<file path="config.mk">
export PLATFORM = sky130hd
export DESIGN_NAME = uart_tx_ctrl
export DESIGN_NICKNAME = d
export VERILOG_FILES = /design/src/rtl/uart_pkg.sv /design/src/rtl/uart_bit_timer.sv /design/src/rtl/uart_tx_ctrl.sv
export SDC_FILE = /design/constraint.sdc
export NUM_CORES = 1
export LEC_CHECK = 0
export BUFFER_PORTS_ARGS = -buffer_cell sky130_fd_sc_hd__buf_2
export CAP_MARGIN = 20
export CORE_ASPECT_RATIO = 0.75
export CORE_MARGIN = 1
export CORE_UTILIZATION = 50
export CTS_CLUSTER_SIZE = 10
export DETAILED_ROUTE_END_ITERATION = 10
export GPL_TIMING_DRIVEN = 1
export HOLD_SLACK_MARGIN = 0.05
export PLACE_DENSITY = 0.69
export SYNTH_ARGS = -nofsm -noshare
export SYNTH_HDL_FRONTEND = slang
export SYNTH_SLANG_ARGS = --single-unit
</file>
<file path="constraint.sdc">
create_clock -name clk -period 2.7 [get_ports clk]
set_input_delay 0.405 -clock clk [delete_from_list [all_inputs] [get_ports clk]]
set_output_delay 0.405 -clock clk [all_outputs]
set_load 0.02 [all_outputs]
</file>
<file path="src/rtl/uart_pkg.sv">
// Constants and types shared by the UART TX and RX sides: divider tops for the
// 50 MHz baud table, baud_sel encodings and the TX state codes.
package uart_pkg;

  localparam int DIV_W = 13;

  localparam logic [DIV_W-1:0] BPS9600   = 13'd5207;
  localparam logic [DIV_W-1:0] BPS19200  = 13'd2603;
  localparam logic [DIV_W-1:0] BPS38400  = 13'd1301;
  localparam logic [DIV_W-1:0] BPS57600  = 13'd867;
  localparam logic [DIV_W-1:0] BPS115200 = 13'd433;

  typedef enum logic [2:0] {
    BAUD_9600   = 3'd0,
    BAUD_19200  = 3'd1,
    BAUD_38400  = 3'd2,
    BAUD_57600  = 3'd3,
    BAUD_115200 = 3'd4
  } baud_sel_t;

  typedef logic [2:0] tx_state_t;

  localparam tx_state_t ST_IDLE   = 3'd0;
  localparam tx_state_t ST_START  = 3'd1;
  localparam tx_state_t ST_DATA   = 3'd2;
  localparam tx_state_t ST_PARITY = 3'd3;
  localparam tx_state_t ST_STOP   = 3'd4;

  // Unused encodings 5..7 fall back to the slowest rate.
  function automatic logic [DIV_W-1:0] baud_top(input logic [2:0] sel);
    case (sel)
      BAUD_19200:  return BPS19200;
      BAUD_38400:  return BPS38400;
      BAUD_57600:  return BPS57600;
      BAUD_115200: return BPS115200;
      default:     return BPS9600;
    endcase
  endfunction

endpackage

</file>
<file path="src/rtl/uart_bit_timer.sv">
// Bit-period divider: counts 0..top and flags the last clock of each bit so the
// owning FSM can advance on the same edge the count wraps.
module uart_bit_timer
  import uart_pkg::*;
(
  input  logic             clk,
  input  logic             rst,
  input  logic             clear,
  input  logic             load,
  input  logic             run,
  input  logic [DIV_W-1:0] top_in,
  output logic             bit_end
);

  logic [DIV_W-1:0] top_q, top_d;
  logic [DIV_W-1:0] cnt_q, cnt_d;

  always_comb begin
    top_d = top_q;
    cnt_d = cnt_q;
    if (load) begin
      top_d = top_in;
      cnt_d = '0;
    end else if (clear) begin
      cnt_d = '0;
    end else if (run) begin
      cnt_d = (cnt_q == top_q) ? '0 : cnt_q + 13'd1;
    end
  end

  assign bit_end = run && (cnt_q == top_q);

  always_ff @(posedge clk) begin
    if (rst) begin
      top_q <= '0;
      cnt_q <= '0;
    end else begin
      top_q <= top_d;
      cnt_q <= cnt_d;
    end
  end

endmodule

</file>
<file path="src/rtl/uart_tx_ctrl.sv">
// UART transmitter: accepts a byte over valid/ready and serialises it as
// start, 8 data bits LSB first, optional parity and 1 or 2 stop bits.
module uart_tx_ctrl
  import uart_pkg::*;
#(
  parameter int PARITY_EN  = 0,
  parameter int PARITY_ODD = 0,
  parameter int STOP_BITS  = 1
) (
  input  logic       clk,
  input  logic       rst,
  input  logic [2:0] baud_sel,
  input  logic [7:0] tx_data,
  input  logic       tx_valid,
  output logic       tx_ready,
  output logic       tx_busy,
  output logic       tx_done,
  output logic       txd
);

  localparam logic STOP_LAST   = (STOP_BITS == 2);
  localparam logic PAR_ODD_BIT = (PARITY_ODD != 0);

  tx_state_t  state_q, state_d;
  logic [7:0] shift_q, shift_d;
  logic [2:0] bit_idx_q, bit_idx_d;
  logic       stop_idx_q, stop_idx_d;
  logic       parity_q, parity_d;
  logic       txd_q, txd_d;
  logic       done_q, done_d;
  logic       load;
  logic       idle;
  logic       bit_end;

  assign idle = (state_q == ST_IDLE);

  uart_bit_timer u_bit_timer (
    .clk     (clk),
    .rst     (rst),
    .clear   (idle),
    .load    (load),
    .run     (!idle),
    .top_in  (baud_top(baud_sel)),
    .bit_end (bit_end)
  );

  // txd_d always holds the level of the bit that starts on the next edge, so
  // the pin is a plain flop and changes exactly on the divider wrap.
  always_comb begin
    state_d    = state_q;
    shift_d    = shift_q;
    bit_idx_d  = bit_idx_q;
    stop_idx_d = stop_idx_q;
    parity_d   = parity_q;
    txd_d      = txd_q;
    done_d     = 1'b0;
    load       = 1'b0;
    case (state_q)
      ST_IDLE: begin
        txd_d = 1'b1;
        if (tx_valid) begin
          load       = 1'b1;
          shift_d    = tx_data;
          parity_d   = (^tx_data) ^ PAR_ODD_BIT;
          bit_idx_d  = 3'd0;
          stop_idx_d = 1'b0;
          txd_d      = 1'b0;
          state_d    = ST_START;
        end
      end
      ST_START: begin
        if (bit_end) begin
          txd_d     = shift_q[0];
          shift_d   = {1'b0, shift_q[7:1]};
          bit_idx_d = 3'd0;
          state_d   = ST_DATA;
        end
      end
      ST_DATA: begin
        if (bit_end) begin
          if (bit_idx_q == 3'd7) begin
            if (PARITY_EN != 0) begin
              txd_d   = parity_q;
              state_d = ST_PARITY;
            end else begin
              txd_d   = 1'b1;
              state_d = ST_STOP;
            end
          end else begin
            bit_idx_d = bit_idx_q + 3'd1;
            txd_d     = shift_q[0];
            shift_d   = {1'b0, shift_q[7:1]};
          end
        end
      end
      ST_PARITY: begin
        if (bit_end) begin
          txd_d   = 1'b1;
          state_d = ST_STOP;
        end
      end
      ST_STOP: begin
        if (bit_end) begin
          if (stop_idx_q == STOP_LAST) begin
            done_d  = 1'b1;
            state_d = ST_IDLE;
          end else begin
            stop_idx_d = 1'b1;
          end
        end
      end
      default: begin
        txd_d   = 1'b1;
        state_d = ST_IDLE;
      end
    endcase
  end

  always_ff @(posedge clk) begin
    if (rst) begin
      state_q    <= ST_IDLE;
      shift_q    <= '0;
      bit_idx_q  <= '0;
      stop_idx_q <= 1'b0;
      parity_q   <= 1'b0;
      txd_q      <= 1'b1;
      done_q     <= 1'b0;
    end else begin
      state_q    <= state_d;
      shift_q    <= shift_d;
      bit_idx_q  <= bit_idx_d;
      stop_idx_q <= stop_idx_d;
      parity_q   <= parity_d;
      txd_q      <= txd_d;
      done_q     <= done_d;
    end
  end

  assign tx_ready = idle;
  assign tx_busy  = !idle;
  assign tx_done  = done_q;
  assign txd      = txd_q;

endmodule
</file>
==> metrics.txt, run 1 <==
Mapped Area between 0.0015 and 0.002 mm2; Via Count 1527; most frequent cells after synthesis dfxtp_1, nor2_1, nand2_1; Final ANT Viol Nets 0; Clk pin slew, worst setup/hold paths roughly 0.070 ns; vias in the first global route between 1000 and 1500; layout cell share with drive strength beyond 1 between 10% and 20%; die height between 50 and 60 um; Max Slew Vio Count 0; CTS tree yes; Crit path largest cell delay roughly 0.33 ns; die area around 0.0042 mm2; Finished Cell Area 0.002130 mm2; gpl congestion 0.7580; # port buffers 17; Initial Util between 50% and 60%; first-pass GRT wire length about 6100 um; Ant. Diodes 0; DRC errors left 0; #FFs+latches synth 40; root buf cell clkbuf_8; type of the worst setup path register to register; post-route clock period utilization between 70% and 80%; crit path max fanout 8; Synth Warn # 0; startpoint class of the critical path register; CP Capture Type register; Vias per Instance approximately 5.3; Wirelength per Cell approximately 12 um; die width 74.29 um; Synth Flop Type dfxtp_1; hold slack around 0.36 ns; area leader, netlist dfxtp_1; CTS resizes 0; post-DP HPWL ~2600 um; TNS Setup 0 ns; skew final between 0.006 and 0.007 ns; critical path required time approximately 2.9 ns; Final nets 254; LEAKAGE about 0.82 nW; Setup-failing EPs final 0; Max transition margin a little over half; Max clock buf depth 2; power per standard cell area 658.2 mW/mm2; # rows 19; Max Fclk 500.1 MHz; GRT Util Overall roughly a fifth; Congestion Overflow GR 0; Hold-fix buffers, CTS 0; top-count cell post-synth dfxtp_1; CTS Buf Count 5; CTS Sinks 40; ys async rst share 0%; number of enable flip-flop cells after synthesis 0; Area after DPL 0.002022 mm2; Worst EP arrival approximately 2.2 ns; Tightest Pin Transition between 0.6 and 0.7 ns; RSZ-0062 raised after global routing no; setup bufs post-CTS 0; first-pass detailed-route iteration total 4; Post-Syn Instances around 230; P&R area growth vs syn 8.684%; PnR Total Power about 0.0014 W; Seq/Total Area, Yosys between 40% and 50%; CP Cell Sequence ha_1 -> ha_1 -> nor3b_1 -> o2111a_1 -> nand4_1 -> nand2_1 -> a211oi_1; status completed; Top cell by count, worst path ha_1; Fin. Hold Viols 0; Placeable Area about 0.0037 mm2; fin worst setup slack about 0.7 ns; wirelength, routed around 3600 um; dpl ws around 0.7 ns; minimum clock period approximately 2 ns; Net Count, Synth between 200 and 250; Area contributors post-synth dfxtp_1, nor2_1, xor2_1; drt initial violations ~120; post-synth cell types 44; Clk Latency, worst-skew pair roughly 0.29 ns; VDD IR max 353.2 uV; Crit-path slowest cell dfxtp_1; top cell type's share of synthesized area 40.87%; post-synthesis area per instance around 8.7 um2; HP Class input pin to register; largest net degree at the start of global routing 31; number of H-tree levels 2; I/O pins 18; MaxCap Viol Count 0; initial antenna violation count 0
final cells by class:
class | instances | area, um2
clock buffer | 6 | 72.57
clock inverter | 2 | 35.03
fill | 354 | 1579
inverter | 4 | 15.01
multi-input combinational | 169 | 1056
sequential | 40 | 800.8
tap | 52 | 65.06
timing repair buffer | 17 | 85.08
state kept, by name (all words and copies together), names as in the netlist:
register and flops:
bit_idx_q 3, shift_q 8, state_q 3, tx_done 1, txd 1, u_bit_timer.cnt_q 13, u_bit_timer.top_q 11
per-stage QoR:
stage / instances / utilization [%]
after global placement: 282 / 54.52
after floorplan: 225 / -
after CTS: 290 / 57.42
after global routing: 290 / 57.42
final: 290 / 57.42
after detailed placement: 282 / 54.52
per-layer routing:
metal / vias up / GRT usage [%] / routed length (um)
li1: 807 / - / -
met1: 684 / 31.36 / 2064
met2: 30 / 23.25 / 1295
met3: 6 / 5.435 / 195
met4: 0 / 7.278 / 42
met5: - / 0 / 0
layout by cell type (no fill, tap or decap), types with 7 or more instances in the layout:
cell type / count
dfxtp_1: 40
nor2_1: 35
buf_2: 17
nand2_1: 16
nor3_1: 15
xor2_1: 13
xnor2_1: 10
nand3_1: 9
a21oi_1: 8
a211oi_1: 8
o21ai_0: 7
mux2i_1: 7
cell families after synthesis:
family | after synthesis | share of synthesized area [%]
buffers and inverters | 16 | 5.235
AND/OR/NAND/NOR | 102 | 25.86
XOR/XNOR | 23 | 10.28
adder cells (fa/ha/maj) | 3 | 1.916
flip-flops | 40 | 40.87
AO/OA/AOI/OAI | 33 | 11.69
multiplexers | 8 | 4.151
worst paths after layout:
check	cells past startpoint	endpoint	start	slack, ns
max	7	shift_q[5]	bit_idx_q[0]	0.70
min	3	shift_q[7]	tx_data[7]	0.36
max reg2reg	7	shift_q[5]	bit_idx_q[0]	0.70
min reg2reg	2	shift_q[7]	shift_q[7]	0.46
power breakdown:
group          internal, W  switching (W)  total (W)
clock             0.000274       0.000202   0.000477
combinational     0.000108       0.000146   0.000254
sequential        0.000634      0.0000371   0.000671
critical path: cells and delay by family (launching register included):
| kind | cells | cell delay, ns |
|---|---|---|
| adder cells (fa/ha/maj) | 2 | 0.43 |
| AO/OA/AOI/OAI | 2 | 0.36 |
| flip-flops | 1 | 0.33 |
| AND/OR/NAND/NOR | 3 | 0.74 |
No activity file was read; power rests on OpenSTA's default activity.
==> inputs of run 2 (changes only) <==
Settings changed: PLACE_DENSITY 0.69 to 0.72.
Clock period 2.7 ns to 1.7 ns, I/O delays scaled along.
==> run 2 against run 1 <==
  * The flow now finishes with violations (negative setup slack)
  * Clock skew shrank 0.0016 ns
  * Fmax grew 13%
  * Utilization grew 11 points
  * Setup slack lost 0.78 ns
  * Power grew 76%
  * Die area is the same
  * Sequential cell count is the same
  * Clock power grew 64%
  * Critical path depth is the same
  * Global-route usage grew 5.1 points
  * Routed wire length grew 32%
  * Non-clock buffer count grew 29
==> metrics.txt, run 2 (same netlist as run 1, synthesis figures left out) <==
CP Cell Sequence or3_4 -> a22oi_2 -> buf_4 -> nand4_1 -> buf_4 -> nand4b_1 -> o21ai_1; drt initial violations 100; die height approximately 56 um; RSZ-0062 raised after global routing yes; die width 74.29 um; number of H-tree levels 2; Max transition margin around three fifths; placed cell count about 300; Ant. Diodes 0; Crit path largest cell delay about 0.38 ns; TNS Setup -0.2870 ns; Max Fclk approximately 560 MHz; fillers approximately 290; skew final between 0.004 and 0.005 ns; power per standard cell area between 900 and 1000 mW/mm2; Finished Layout Cells 320; most common cell after layout, fill and taps aside nor2_1; layout cell share with drive strength beyond 1 about a third; Hold-fix buffers, CTS 0; first-pass GRT wire length between 7000 and 8000 um; Top cell by count, worst path buf_4; Sw Share between 20% and 30%; root buf cell clkbuf_8; Sw Pwr around 0.00074 W; DRC errors left 0; wirelength, routed roughly 4800 um; Final nets roughly 280; Placeable Area between 0.003 and 0.004 mm2; Fin. Hold Viols 0; type of the worst setup path register to register; Initial Util 52.83%; startpoint class of the critical path register; Congestion Overflow GR 0; VDD IR max 579.3 uV; Register Area 809.5 um2; minimum clock period roughly 1.8 ns; crit path max fanout 3; CTS Sinks 40; LEAKAGE between 1 and 1.5 nW; CTS Buf Count 5; max FFs per register 13; largest reg by FF count u_bit_timer.cnt_q; Max clock buf depth 2; first-pass detailed-route iteration total 4; Wirelength per Cell approximately 15 um; CTS tree yes; status complete, but fails checks; GRT Util Overall about a quarter; Comb power frac 25.1%; largest net degree at the start of global routing 20; gpl congestion around 0.8; fin worst setup slack -0.07743 ns; # port buffers 17; # rows 19; dpl ws -0.1741 ns; utilization after layout 68.39%; Clk Latency, worst-skew pair around 0.3 ns; MaxCap Viol Count 0; Vias per Instance 5.569; die area about 0.0042 mm2; biggest regs u_bit_timer.cnt_q (13), u_bit_timer.top_q (11), shift_q (8); initial antenna violation count 0; most frequent cells in the layout nor2_1, dfxtp_1, buf_4; P&R area growth vs syn 29.44%; hold slack between 0.15 and 0.2 ns; critical path required time roughly 1.9 ns; HP Class input pin to register; Via Count 1782; post-DP HPWL slightly above 3000 um; Internal approximately 0.0017 W; CP Capture Type register; post-route clock period utilization 104.6%; Reg power frac around 43%; Setup-failing EPs final 12; vias in the first global route approximately 1700; Tightest Pin Transition between 0.5 and 0.6 ns; Max Slew Vio Count 0; Final ANT Viol Nets 0; Worst EP arrival 1.96 ns; Clk pin slew, worst setup/hold paths 0.08 ns; clock share of power a little under a third; I/O pins 18; violated checks negative setup slack; Crit-path slowest cell or3_4; footprint of the multi-input gates about 0.0012 mm2
[run 2: layout make-up]
type / instances / area share, %
timing repair buffer: 46 / 12.73
sequential: 40 / 31.92
multi-input combinational: 170 / 47.80
tap: 52 / 2.565
clock inverter: 3 / 1.677
inverter: 4 / 0.5920
clock buffer: 5 / 2.713
[run 2: through the flow]
| step | total power [W] | instance area [um2] |
|---|---|---|
| floorplan | 0.001426 | 1968 |
| global placement | 0.001565 | 2238 |
| detailed placement | 0.001577 | 2238 |
| CTS | 0.002397 | 2425 |
| global route | 0.002586 | 2536 |
| finish | 0.002471 | 2536 |
[run 2: routing by layer]
metal	GRT usage (%)	vias to the layer above	wire, um
li1	-	869	-
met1	34.28	825	2211
met2	36.10	71	2072
met3	5.435	17	339
met4	9.704	0	127
met5	0	-	0
[run 2: power by group through the flow]
stage | clock network (W) | registers [W] | logic [W]
floorplan | 0 | 0.00107 | 0.000358
global placement | 0 | 0.00108 | 0.000485
detailed placement | 0 | 0.00109 | 0.000492
CTS | 0.000782 | 0.00106 | 0.000552
global route | 0.000830 | 0.00108 | 0.000678
finish | 0.000780 | 0.00107 | 0.000621
[run 2: timing repair]
action | 4_1_cts | 5_1_grt
setup buffers | 3 | 1
gates cloned | 1 | 0
gates resized for setup | 15 | 26
endpoints found under the setup margin | 28 | 29
pin swaps | 10 | 12
[run 2: path summary, 6_finish.rpt]
check | from | to | slack, ns | cells after the start
max | u_bit_timer.cnt_q[3] | bit_idx_q[1] | -0.08 | 7
min | tx_data[7] | shift_q[7] | 0.20 | 3
max reg2reg | u_bit_timer.cnt_q[3] | bit_idx_q[1] | -0.08 | 7
min reg2reg | shift_q[7] | shift_q[7] | 0.50 | 2
[run 2: worst max-delay path, delay by kind of cell (launching register included)]
family,cells,cell delay (ns)
simple gates,3,0.66
buf+inv,2,0.38
compound gates,2,0.30
flops,1,0.33
==> inputs of run 3 (changes only) <==
Settings changed: SKIP_LAST_GASP set to 1.
==> run 3 against run 2 <==
  * Utilization is 1.4 points lower
  * Cell area down 2.1%
  * Power is 2.0% lower
  * Combinational power shrank 6.4%
  * Via count down 2.5%
  * Final cell count unchanged
  * Setup slack gained 0.073 ns
  * Highest routed layer unchanged
  * Sequential share of layout area increased by 0.57 points
  * Largest power group unchanged
  * The run still ends with negative setup slack left
==> metrics.txt, run 3 (same netlist as run 1, synthesis figures left out) <==
status complete, but fails checks; violated checks negative setup slack; start of the worst register-to-register path u_bit_timer.cnt_q[5]; P&R area growth vs syn 26.76%; CTS Sinks 40; first-pass detailed-route iteration total 4; Final ANT Viol Nets 0; count of buffer and inverter cells on the critical path 1; CP Capture Type register; I/O pins 18; Crit-path slowest cell or3_4; Clk pin slew, worst setup/hold paths around 0.08 ns; FF-to-FF path depth 6; type of the worst setup path register to register; skew final slightly below 0.006 ns; post-route clock period utilization 100.3%; max FFs per register 13; Comb power frac between 20% and 30%; Vias per Instance roughly 5.4; Initial Util roughly 53%; minimum clock period between 1.5 and 2 ns; post-DP HPWL about 3000 um; Area after DPL 0.002238 mm2; CTS tree yes; Wirelength per Cell between 10 and 15 um; crit path max fanout 13; Max Fclk just under 600 MHz; Setup-failing EPs final 1; LEAKAGE 0.9957 nW; fin worst setup slack -0.004645 ns; most frequent cells in the layout dfxtp_1, nor2_1, buf_4; Max clock buf depth 2; most common cell after layout, fill and taps aside dfxtp_1; # rows 19; first-pass GRT wire length about 7600 um; Max Slew Vio Count 0; die width 74.29 um; Crit Reg-Reg Endpoint u_bit_timer.cnt_q[5]; Internal roughly 0.0017 W; flop2flop setup slack -0.005 ns; largest reg by FF count u_bit_timer.cnt_q; number of H-tree levels 2; critical path required time ~1.9 ns; M3 GR Usage approximately 5.4%; gpl congestion slightly above 0.8; CTS Buf Count 5; Final nets between 200 and 300; drt initial violations 76; VDD IR max 571.7 uV; # port buffers 17; Crit path largest cell delay between 0.4 and 0.5 ns; Reg power frac ~44%; initial antenna violation count 0; Sw Share between 20% and 30%; Hold-fix buffers, CTS 0; GRT Util Overall ~24%; Max transition margin 62.40%; hold slack 0.1989 ns; Congestion Overflow GR 0; root buf cell clkbuf_8; Fin. Hold Viols 0; Worst path top cell family by delay simple AND/OR/NAND/NOR gates; Critical Path Stages 6; MaxCap Viol Count 0; wirelength, routed 4519 um; largest net degree at the start of global routing 20; Clk Latency, worst-skew pair slightly below 0.3 ns; die height 56.22 um; Tightest Pin Transition 0.5598 ns; die area ~0.0042 mm2; Via Count ~1700; power per standard cell area 974.5 mW/mm2; layout cell share with drive strength beyond 1 between 30% and 40%; WHS Path Cells 3; Ant. Diodes 0; RSZ-0062 raised after global routing yes; met1 Use GR between 30% and 40%; Placeable Area 0.003709 mm2; Finished Cell Area ~0.0025 mm2; clock share of power a little under a third; Sw Pwr between 0.0007 and 0.0008 W; HP Class input pin to register; Setup crit start u_bit_timer.cnt_q[5]; biggest regs u_bit_timer.cnt_q (13), u_bit_timer.top_q (11), shift_q (8); startpoint class of the critical path register; CP Cell Sequence xor2_1 -> nor4_2 -> buf_4 -> and4b_2 -> or3_4 -> nor2_1; met2 Use GR a little over a third; Worst EP arrival 1.93 ns; GR peak layer met2; vias in the first global route approximately 1600; DRC errors left 0; CP Capture Point u_bit_timer.cnt_q[5]
run 3: cell counts in the layout (fill, tap and decap cells not counted):
No cell type changed its count.
run 3: final cells by class:
class | count | area, um2
Clock buffer | 5 | 68.82
Sequential cell | 40 | 807.0
Fill cell | 300 | 1225
Inverter | 4 | 15.01
Clock inverter | 3 | 42.54
Timing Repair Buffer | 46 | 322.8
Tap cell | 52 | 65.06
Multi-Input combinational cell | 170 | 1162
run 3: metal layers:
metal / part of all wire [%] / up-vias
li1: - / 868
met1: 49 / 797
met2: 43 / 61
met3: 6.4 / 12
met4: 2.0 / 0
met5: 0 / -
run 3: timing repair:
item / CTS / global route
buffers inserted: 3 / 0
gates resized for setup: 14 / 15
pin swaps: 8 / 13
setup endpoints to repair: 28 / 29
cloned: 1 / 0
run 3: worst reg2reg max path, cell delays in order, from the launching register on:
cell     delay [ns]
dfxtp_1        0.36
xor2_1         0.19
nor4_2         0.07
buf_4          0.15
and4b_2        0.29
or3_4          0.43
nor2_1         0.16
run 3: how the worst min path moves through the flow:
stage	start	to	slack [ns]
after floorplan	tx_data[7]	shift_q[7]	0.40
after global placement	shift_q[7]	shift_q[7]	0.46
after detailed placement	u_bit_timer.top_q[6]	u_bit_timer.top_q[6]	0.48
after CTS	tx_data[7]	shift_q[7]	0.20
after global routing	tx_data[7]	shift_q[7]	0.20
final	tx_data[7]	shift_q[7]	0.20
run 3: per-stage QoR:
stage                 TNS, ns  total power (W)  util, %  worst slack (ns)  cells
finish              -0.004645         0.002420    66.97         -0.004645    320
detailed placement     -3.014         0.001577    60.36           -0.1741    308
CTS                   -0.3268         0.002393    65.28          -0.03540    320
global route           -2.379         0.002543    66.97           -0.1213    320
floorplan                   0         0.001426        -           0.01825    225
global placement       -1.823         0.001565    60.36           -0.1564    308
run 3: power by group through the flow:
stage	Clock [W]	Sequential, W	Combinational [W]
6_report	0.000773	0.00107	0.000581
5_1_grt	0.000829	0.00107	0.000639
4_1_cts	0.000782	0.00106	0.000548
3_5_place_dp	0	0.00109	0.000492
3_3_place_gp	0	0.00108	0.000485
2_1_floorplan	0	0.00107	0.000358
